==> src/rtl/pic_cpu_agent.sv <==
// CPU-side agent for the 8259-style interrupt controller: programs ICW1-ICW4/OCW1
// through the write port, then answers interrupt requests with an INTA pulse train.
module pic_cpu_agent #(
   parameter int PULSE_W = 2,
   parameter int GAP     = 1
) (
   input  logic        clk,
   input  logic        rst_n,
   input  logic        start,
   input  logic [7:0]  icw1,
   input  logic [7:0]  icw2,
   input  logic [7:0]  icw3,
   input  logic [7:0]  icw4,
   input  logic [7:0]  ocw1,
   output logic        busy,
   output logic        init_done,
   input  logic        int_i,
   input  logic        ack_en,
   output logic        cs_n,
   output logic        wr_n,
   output logic        a0,
   output logic        inta_n,
   output logic [7:0]  d_o,
   output logic        d_oe,
   input  logic [7:0]  d_i,
   output logic        vec_valid,
   output logic [15:0] vec,
   output logic        vec_err
);

   typedef enum logic [2:0] {
      IDLE, WR_SETUP, WR_LOW, WR_HOLD, WR_GAP, ACK_LOW, ACK_GAP
   } state_t;

   localparam logic [7:0] PW_LAST  = 8'(PULSE_W - 1);
   localparam logic [7:0] GAP_LAST = 8'(GAP - 1);

   state_t      state;
   logic [7:0]  cnt;
   logic [2:0]  step;
   logic [7:0]  w_icw1, w_icw2, w_icw3, w_icw4, w_ocw1;
   logic        upm;
   logic [1:0]  pulse;
   logic [1:0]  last_pulse;
   logic [7:0]  lo_byte, hi_byte;
   logic        err_flag;
   logic [2:0]  nxt_step;
   logic [7:0]  nxt_word;

   // Step index 0..4 walks ICW1..OCW1; ICW3 is skipped in single mode, ICW4 when not requested
   always_comb begin
      nxt_step = step + 3'd1;
      if (nxt_step == 3'd2 && w_icw1[1])
         nxt_step = 3'd3;
      if (nxt_step == 3'd3 && !w_icw1[0])
         nxt_step = 3'd4;
      nxt_word = 8'h00;
      case (nxt_step)
         3'd0:    nxt_word = w_icw1;
         3'd1:    nxt_word = w_icw2;
         3'd2:    nxt_word = w_icw3;
         3'd3:    nxt_word = w_icw4;
         3'd4:    nxt_word = w_ocw1;
         default: nxt_word = 8'h00;
      endcase
   end

   assign last_pulse = upm ? 2'd1 : 2'd2;

   always_ff @(posedge clk or negedge rst_n) begin
      if (!rst_n) begin
         state     <= IDLE;
         cnt       <= 8'd0;
         step      <= 3'd0;
         w_icw1    <= 8'h00;
         w_icw2    <= 8'h00;
         w_icw3    <= 8'h00;
         w_icw4    <= 8'h00;
         w_ocw1    <= 8'h00;
         upm       <= 1'b0;
         pulse     <= 2'd0;
         lo_byte   <= 8'h00;
         hi_byte   <= 8'h00;
         err_flag  <= 1'b0;
         busy      <= 1'b0;
         init_done <= 1'b0;
         cs_n      <= 1'b1;
         wr_n      <= 1'b1;
         a0        <= 1'b0;
         inta_n    <= 1'b1;
         d_o       <= 8'h00;
         d_oe      <= 1'b0;
         vec_valid <= 1'b0;
         vec       <= 16'h0000;
         vec_err   <= 1'b0;
      end else begin
         vec_valid <= 1'b0;
         case (state)
            IDLE: begin
               if (start) begin
                  w_icw1    <= icw1;
                  w_icw2    <= icw2;
                  w_icw3    <= icw3;
                  w_icw4    <= icw4;
                  w_ocw1    <= ocw1;
                  upm       <= icw1[0] & icw4[0];
                  init_done <= 1'b0;
                  busy      <= 1'b1;
                  step      <= 3'd0;
                  cs_n      <= 1'b0;
                  a0        <= 1'b0;
                  d_o       <= icw1;
                  d_oe      <= 1'b1;
                  state     <= WR_SETUP;
               end else if (init_done && ack_en && int_i) begin
                  busy     <= 1'b1;
                  inta_n   <= 1'b0;
                  cnt      <= 8'd0;
                  pulse    <= 2'd0;
                  err_flag <= 1'b0;
                  lo_byte  <= 8'h00;
                  hi_byte  <= 8'h00;
                  state    <= ACK_LOW;
               end
            end
            WR_SETUP: begin
               wr_n  <= 1'b0;
               cnt   <= 8'd0;
               state <= WR_LOW;
            end
            WR_LOW: begin
               if (cnt == PW_LAST) begin
                  wr_n  <= 1'b1;
                  state <= WR_HOLD;
               end else begin
                  cnt <= cnt + 8'd1;
               end
            end
            WR_HOLD: begin
               cs_n  <= 1'b1;
               d_oe  <= 1'b0;
               cnt   <= 8'd0;
               state <= WR_GAP;
            end
            WR_GAP: begin
               if (cnt != GAP_LAST) begin
                  cnt <= cnt + 8'd1;
               end else if (step == 3'd4) begin
                  init_done <= 1'b1;
                  busy      <= 1'b0;
                  state     <= IDLE;
               end else begin
                  step  <= nxt_step;
                  a0    <= 1'b1;
                  d_o   <= nxt_word;
                  cs_n  <= 1'b0;
                  d_oe  <= 1'b1;
                  state <= WR_SETUP;
               end
            end
            // Controller data is taken on the final low cycle of each INTA pulse
            ACK_LOW: begin
               if (cnt == PW_LAST) begin
                  if (upm) begin
                     if (pulse == 2'd1)
                        lo_byte <= d_i;
                  end else begin
                     case (pulse)
                        2'd0:    err_flag <= (d_i != 8'hCD);
                        2'd1:    lo_byte  <= d_i;
                        default: hi_byte  <= d_i;
                     endcase
                  end
                  inta_n <= 1'b1;
                  cnt    <= 8'd0;
                  state  <= ACK_GAP;
               end else begin
                  cnt <= cnt + 8'd1;
               end
            end
            ACK_GAP: begin
               if (cnt != GAP_LAST) begin
                  cnt <= cnt + 8'd1;
               end else if (pulse == last_pulse) begin
                  vec       <= {hi_byte, lo_byte};
                  vec_err   <= err_flag;
                  vec_valid <= 1'b1;
                  busy      <= 1'b0;
                  state     <= IDLE;
               end else begin
                  pulse  <= pulse + 2'd1;
                  inta_n <= 1'b0;
                  cnt    <= 8'd0;
                  state  <= ACK_LOW;
               end
            end
            default: state <= IDLE;
         endcase
      end
   end

endmodule
==> config.mk <==
export PLATFORM = sky130hd
export DESIGN_NAME = pic_cpu_agent
export DESIGN_NICKNAME = d
export VERILOG_FILES = /design/src/rtl/pic_cpu_agent.sv
export SDC_FILE = /design/constraint.sdc
export NUM_CORES = 1
export LEC_CHECK = 0
export BUFFER_PORTS_ARGS = -buffer_cell sky130_fd_sc_hd__buf_2
export CAP_MARGIN = 10
export CORE_MARGIN = 3
export CORE_UTILIZATION = 55
export CTS_BUF_LIST = sky130_fd_sc_hd__clkbuf_8
export CTS_CLUSTER_DIAMETER = 30
export DETAILED_ROUTE_END_ITERATION = 6
export GPL_TIMING_DRIVEN = 0
export PLACE_DENSITY = 0.78
export SYNTH_ARGS = -nofsm -noshare
export SYNTH_HDL_FRONTEND = slang
export SYNTH_SLANG_ARGS = --single-unit
==> constraint.sdc <==
create_clock -name clk -period 2.9 [get_ports clk]
set_input_delay 0.435 -clock clk [delete_from_list [all_inputs] [get_ports clk]]
set_output_delay 0.435 -clock clk [all_outputs]
set_load 0.1 [all_outputs]
==> impl_metrics.py, run 1 <==
metrics = {
    "global_route": {
        "grt_pass1_wl_um": 21900,
        "grtUsageTotal": 0.244,
        "grt_remaining_overflow": 0,
        "grt_pass1_vias": 4451,
        "grt_max_degree": 61,
        "antenna_found_initial": 0,
    },
    "setup_path": {
        "required_ns": 3.15,
        "worstPathArrival_ns": 2.87,
        "startpoint": "step[0]$_DFFE_PN0P_",
        "cp_max_fo": 10,
        "worstSetupPathType": "reg2reg",
        "setup.worst_path.end_class": "register",
        "cp-start-kind": "register",
        "cp_slowest_stage_delay_ns": 0.48,
        "cp_slowest_cell": "dfrtp_1",
        "crit_top_cell": "clkbuf_1",
        "path_cells": "inv_1 > ha_1 > clkbuf_1 > nor2b_1 > and3_1 > clkbuf_1 > a221o_1 > a211oi_1 > o31ai_1",
        "ff2ff_setup_slack_ns": 0.28,
        "reg2reg_from": "step[0]$_DFFE_PN0P_",
    },
    "clock_network": {
        "ctsHtreeMaxLevel": 3,
        "path_clk_slew_ns": 0.11,
        "worstSkewPairLatency_ns": 0.38,
        "post-cts-setup-buffers": 0,
        "cts.hold.buffers_added": 0,
        "cts_made_buffers": 9,
        "cts_tree": "yes",
        "clk_path_buf_depth": 2,
        "cts_resized": 0,
        "cts-root-buf": "clkbuf_8",
        "cts.sinks": 107,
    },
    "final_layout": {
        "finalNonFillerCells": 774,
        "nets": 702,
        "layout_commonest_cell": "nand2_1",
        "final.fill_count": 778,
        "area.growth.synth_to_final_pct": 14.9,
        "layout_common_cells": "nand2_1 (153), dfrtp_1 (104), buf_2 (92)",
        "drive_above_1_share": 0.259,
        "diodes": 0,
    },
    "placed_design": {
        "portBuffers": 85,
        "gp_congestion": 0.926,
        "pre_cts_ws_ns": 0.304,
        "dp_hpwl_um": 9430,
        "placedCellCount": 759,
    },
    "timing": {
        "worst_slew_pin_slew_ns": 0.952,
        "fin_crit_ns": 2.62,
        "finClkSkew_ns": 0.0202,
        "setup_ws_ns": 0.279,
        "setup_viol": 0,
        "fin_crit_sh": 0.904,
        "tns_ns": 0,
        "relSlewSlack": 0.364,
        "slew_violations": 0,
        "hold_violations": 0,
        "fmax_ghz": 0.382,
        "whs_ns": 0.122,
        "grt_setup_unrepaired": "no",
    },
    "floorplan": {
        "row_count": 35,
        "dieArea_um2": 11000,
        "core_area_um2": 9370,
        "start_util": 0.573,
        "num_io_pins": 86,
        "die_h_um": 105,
        "die_w_um": 105,
    },
    "logic_synthesis": {
        "ys_warn_count": 0,
        "synth_cells": 544,
        "synth-edff-count": 0,
        "async_flop_share": 1.00,
        "synth.area.top_cells": "dfrtp_1 (48%), nand2_1 (11%), mux2_2 (5.7%), mux2_4 (2.5%), ha_1 (1.9%)",
        "ys_ff_latch": 107,
        "syn_area_per_cell_um2": 9.88,
        "netlist_area_um2": 5370,
        "synth_ff_type": "dfrtp_1",
        "synth_nets": 605,
        "synth_top_area_cell": "dfrtp_1",
        "ys_types": 62,
        "synth_top_area_share": 0.484,
        "ys_seq_area_frac": 0.499,
    },
    "drt": {
        "drtIter0Drc": 369,
        "wl_per_cell_um": 16.6,
        "routed_via_density": 5.74,
        "postRouteAntennaNets": 0,
        "drt_wl_total_um": 12900,
        "drt_first_pass_iters": 5,
        "via_count": 4442,
        "route.detailed.drc": 0,
    },
    "power_and_ir_drop": {
        "power_leakage_uw": 0.00314,
        "p_per_area_nw_per_um2": 1220,
        "ir_worst_vdd_mv": 0.795,
    },
    "min_path": {
        "holdCritPathClass": "in2async",
    },
    "outcome": {
        "status": "finished, final reports clean",
    },
    "job": {
        "drv_cap": 0,
    },
}
[cell families after synthesis]
group / share of synthesized area
AND/OR/NAND/NOR: 0.230
XOR/XNOR: 0.00489
adder cells (fa/ha/maj): 0.0186
multiplexers: 0.0985
AO/OA/AOI/OAI: 0.114
flip-flops: 0.499
buffers and inverters: 0.0349
[critical path, delay by kind of cell, from the launching register on]
family	cells	cell delay (ns)
adders and majority gates	1	0.31
DFF	1	0.48
buffers and inverters	3	0.67
AOI/OAI and AO/OA	3	0.70
and+or+nand+nor	2	0.33
[stage by stage]
step | power, uW | instance area (um^2) | util
floorplan | 5690 | 5370 | -
global route | 8010 | 6180 | 0.659
finish | 7510 | 6180 | 0.659
global placement | 6470 | 5960 | 0.636
detailed placement | 6630 | 5990 | 0.639
CTS | 7500 | 6180 | 0.659
[layout make-up]
type | count | area [um^2] | area share
Clock buffer | 9 | 124 | 0.0201
Multi-Input combinational cell | 395 | 2500 | 0.406
Buffer | 30 | 143 | 0.0231
Clock inverter | 6 | 61.3 | 0.00993
Timing Repair Buffer | 86 | 455 | 0.0737
Tap cell | 129 | 161 | 0.0261
Inverter | 12 | 45.0 | 0.00729
Sequential cell | 107 | 2680 | 0.434
[sequential cells by signal, indices dropped and copies added (netlist names), 8 cells and up]
name,cells
lo_byte,8
hi_byte,8
w_icw2,8
vec,16
w_icw4,8
w_icw1,8
w_icw3,8
w_ocw1,8
d_o,8
cnt,8
[metal layers]
metal  share of wire  routed length [um]  global-route usage
met5               0                   0                   0
met4           0.028                 363              0.0937
met3           0.063                 807              0.0408
met2            0.48                6220               0.394
met1            0.43                5480               0.332
[path summary, 6_finish.rpt]
kind,end,cells after the start
max,d_o[7]$_DFFE_PN0P_,9
min,cnt[5]$_DFFE_PN0P_,1
max reg2reg,d_o[7]$_DFFE_PN0P_,9
min reg2reg,d_o[6]$_DFFE_PN0P_,2
max in group asynchronous,cs_n$_DFFE_PN1P_,2
min in group clk,w_ocw1[2]$_DFFE_PN0P_,3
[Yosys cell counts (3+ instances only)]
library cell	number
or2_2	4
o21ai_0	9
mux2i_1	9
mux2_4	9
a221o_1	9
a22o_1	4
a31oi_1	3
a21oi_1	7
and2_1	12
nor3_1	3
buf_4	3
dfrtp_1	104
nand2_1	153
a211oi_1	9
o21a_1	3
ha_1	8
o211ai_1	6
and4b_1	3
inv_1	12
nor3b_1	4
and3_1	4
nand3_1	16
mux2_2	27
nor2b_1	13
o31ai_1	9
nand4_1	10
buf_2	8
nor2_1	25
dfstp_2	3
clkbuf_1	17
[power by group]
part / internal, uW / total [uW] / switching, uW / leakage, uW
logic: 1220 / 4120 / 2900 / 0.00166
clock network: 327 / 880 / 553 / 0.0000906
registers: 2110 / 2510 / 400 / 0.00139
Power figures use the tool's default switching activity.
==> inputs of run 2 (changes only) <==
--- a/config.mk
+++ b/config.mk
@@ -8,12 +8,12 @@
 export BUFFER_PORTS_ARGS = -buffer_cell sky130_fd_sc_hd__buf_2
 export CAP_MARGIN = 10
 export CORE_MARGIN = 3
-export CORE_UTILIZATION = 55
+export CORE_UTILIZATION = 47
 export CTS_BUF_LIST = sky130_fd_sc_hd__clkbuf_8
 export CTS_CLUSTER_DIAMETER = 30
 export DETAILED_ROUTE_END_ITERATION = 6
 export GPL_TIMING_DRIVEN = 0
-export PLACE_DENSITY = 0.78
+export PLACE_DENSITY = 0.68
 export SYNTH_ARGS = -nofsm -noshare
 export SYNTH_HDL_FRONTEND = slang
 export SYNTH_SLANG_ARGS = --single-unit
==> run 2 against run 1 <==
  * Clock power rose by 20%
  * Setup slack improved by 0.021 ns
  * Hold slack improved by 0.12 ns
  * Non-clock buffer count rose by 1
  * Cell count rose by 1.6%
  * Register-to-register slack improved by 0.02 ns
  * Routed wire length rose by 0.82%
  * Utilization fell by 9.0 points
  * Sequential cell count did not move
  * Design area rose by 1.2%
  * Critical path type unchanged
  * Largest cell class unchanged
  * Highest routed layer unchanged
==> impl_metrics.py, run 2 (synthesized netlist as in run 1, its figures left out) <==
metrics = {
    "outcome": {
        "status": "finished, final reports clean",
    },
    "min_path": {
        "hp-start": "ocw1[0]",
        "holdCritPathClass": "in2reg",
        "min_to": "w_ocw1[0]$_DFFE_PN0P_",
        "min_delay_path_depth": 3,
    },
    "setup_path": {
        "r2r_cells": 7,
        "path_cells": "ha_1 > xnor2_1 > buf_2 > o21ai_0 > a21boi_1 > nor2_1 > o31ai_1",
        "cp_slowest_stage_delay_ns": 0.62,
        "worstSetupPathType": "reg2reg",
        "worstPathArrival_ns": 2.88,
        "ff2ff_setup_slack_ns": 0.30,
        "cp_max_fo": 10,
        "cp_slowest_cell": "a21boi_1",
        "cp-start-kind": "register",
        "setup.worst_path.end_class": "register",
        "required_ns": 3.18,
        "rr_endpoint": "d_o[3]$_DFFE_PN0P_",
        "reg2reg_from": "step[0]$_DFFE_PN0P_",
    },
    "floorplan": {
        "die_h_um": 113,
        "core_area_um2": 11000,
        "dieArea_um2": 12800,
        "die_w_um": 113,
        "row_count": 38,
        "start_util": 0.489,
        "num_io_pins": 86,
    },
    "power_and_ir_drop": {
        "p_clk_frac": 0.138,
        "ir_worst_vdd_mv": 0.722,
        "switchingPower_uw": 3820,
        "switching_share": 0.497,
        "combPwrFrac": 0.537,
        "p_total_uw": 7680,
        "power_leakage_uw": 0.00318,
        "p_per_area_nw_per_um2": 1230,
        "seqPwrFrac": 0.325,
        "p_int_uw": 3870,
    },
    "global_route": {
        "grt_max_degree": 74,
        "grt_pass1_wl_um": 21400,
        "grtUsageTotal": 0.210,
        "grt_pass1_vias": 4208,
        "grt_remaining_overflow": 0,
        "antenna_found_initial": 0,
    },
    "clock_network": {
        "cts_made_buffers": 9,
        "worstSkewPairLatency_ns": 0.38,
        "post-cts-setup-buffers": 0,
        "clk_path_buf_depth": 2,
        "cts_tree": "yes",
        "cts.sinks": 107,
        "path_clk_slew_ns": 0.10,
        "ctsHtreeMaxLevel": 3,
        "cts-root-buf": "clkbuf_8",
    },
    "timing": {
        "fin_crit_ns": 2.60,
        "whs_ns": 0.240,
        "fmax_ghz": 0.385,
        "relSlewSlack": 0.299,
        "setup_viol": 0,
        "worst_slew_pin_slew_ns": 1.05,
        "tns_ns": 0,
        "fin_crit_sh": 0.897,
        "hold_violations": 0,
        "slew_violations": 0,
        "grt_setup_unrepaired": "no",
        "finClkSkew_ns": 0.0112,
    },
    "final_layout": {
        "nets": 703,
        "drive_above_1_share": 0.259,
        "post-route-cell-area_um2": 6250,
        "layout_commonest_cell": "nand2_1",
        "largest_register_ffs": 16,
        "diodes": 0,
        "area.growth.synth_to_final_pct": 16.3,
        "top_register": "vec",
        "layout_common_cells": "nand2_1 (153), dfrtp_1 (104), buf_2 (92)",
    },
    "drt": {
        "postRouteAntennaNets": 0,
        "drtIter0Drc": 380,
        "route.detailed.drc": 0,
        "routed_via_density": 5.49,
        "drt_wl_total_um": 13000,
        "via_count": 4314,
        "drt_first_pass_iters": 4,
        "wl_per_cell_um": 16.5,
    },
    "placed_design": {
        "portBuffers": 85,
        "dp_hpwl_um": 9410,
        "place_area_um2": 6000,
        "gp_congestion": 0.925,
    },
    "job": {
        "drv_cap": 0,
    },
}
-- run 2: changes by cell type in the layout (fill, tap and decap cells not counted) --
cell           change
bufinv_16          +2
inv_6              -1
inv_8              -1
clkinvlp_4         -1
dlygate4sd3_1      +1
clkbuf_8           +2
clkinv_4           -1
-- run 2: layout make-up --
cell class,count,area (um^2)
Inverter,12,45.0
Clock buffer,11,151
Clock inverter,4,85.1
Sequential cell,107,2680
Buffer,30,143
Timing Repair Buffer,87,465
Tap cell,140,175
Fill cell,969,4730
Multi-Input combinational cell,395,2500
-- run 2: per-stage QoR --
step / util / std cells / setup slack [ns]
2_1_floorplan: - / 544 / 0.615
3_3_place_gp: 0.544 / 769 / 0.208
3_5_place_dp: 0.547 / 770 / 0.362
4_1_cts: 0.569 / 786 / 0.333
5_1_grt: 0.569 / 786 / 0.0936
6_report: 0.569 / 786 / 0.300
-- run 2: worst max path at each step --
stage,cells after the start,from,endpoint
after detailed placement,7,step[0]$_DFFE_PN0P_,d_o[4]$_DFFE_PN0P_
after global routing,7,step[0]$_DFFE_PN0P_,d_o[1]$_DFFE_PN0P_
after CTS,9,step[0]$_DFFE_PN0P_,d_o[7]$_DFFE_PN0P_
after global placement,1,rst_n,w_ocw1[4]$_DFFE_PN0P_
final,7,step[0]$_DFFE_PN0P_,d_o[3]$_DFFE_PN0P_
after floorplan,6,init_done$_DFFE_PN0P_,hi_byte[0]$_DFFE_PN0P_
-- run 2: worst max-delay path: cells and delay by family (launching register included) --
family / cells / cell delay [ns]
adder cells (fa/ha/maj): 1 / 0.29
flip-flops: 1 / 0.48
AND/OR/NAND/NOR: 1 / 0.11
buffers and inverters: 1 / 0.29
AO/OA/AOI/OAI: 3 / 0.96
XOR/XNOR: 1 / 0.37
-- run 2: what timing repair did --
action,in CTS,in global routing
hold endpoints to repair,9,0
resized for setup,0,0
hold buffers,1,0
-- run 2: metal layers --
metal,vias up,GRT usage,share of wire
met5,-,0,0
met4,0,0.0689,0.017
met3,19,0.0342,0.051
met2,113,0.335,0.48
met1,2104,0.295,0.45
li1,2078,-,-
-- run 2: power by group through the flow --
| stage | clock network (uW) | registers, uW | logic, uW |
|---|---|---|---|
| floorplan | 0 | 3550 | 2140 |
| global placement | 0 | 2490 | 4030 |
| detailed placement | 0 | 2530 | 4120 |
| CTS | 1090 | 2500 | 4130 |
| global route | 1150 | 2570 | 4480 |
| finish | 1060 | 2500 | 4130 |
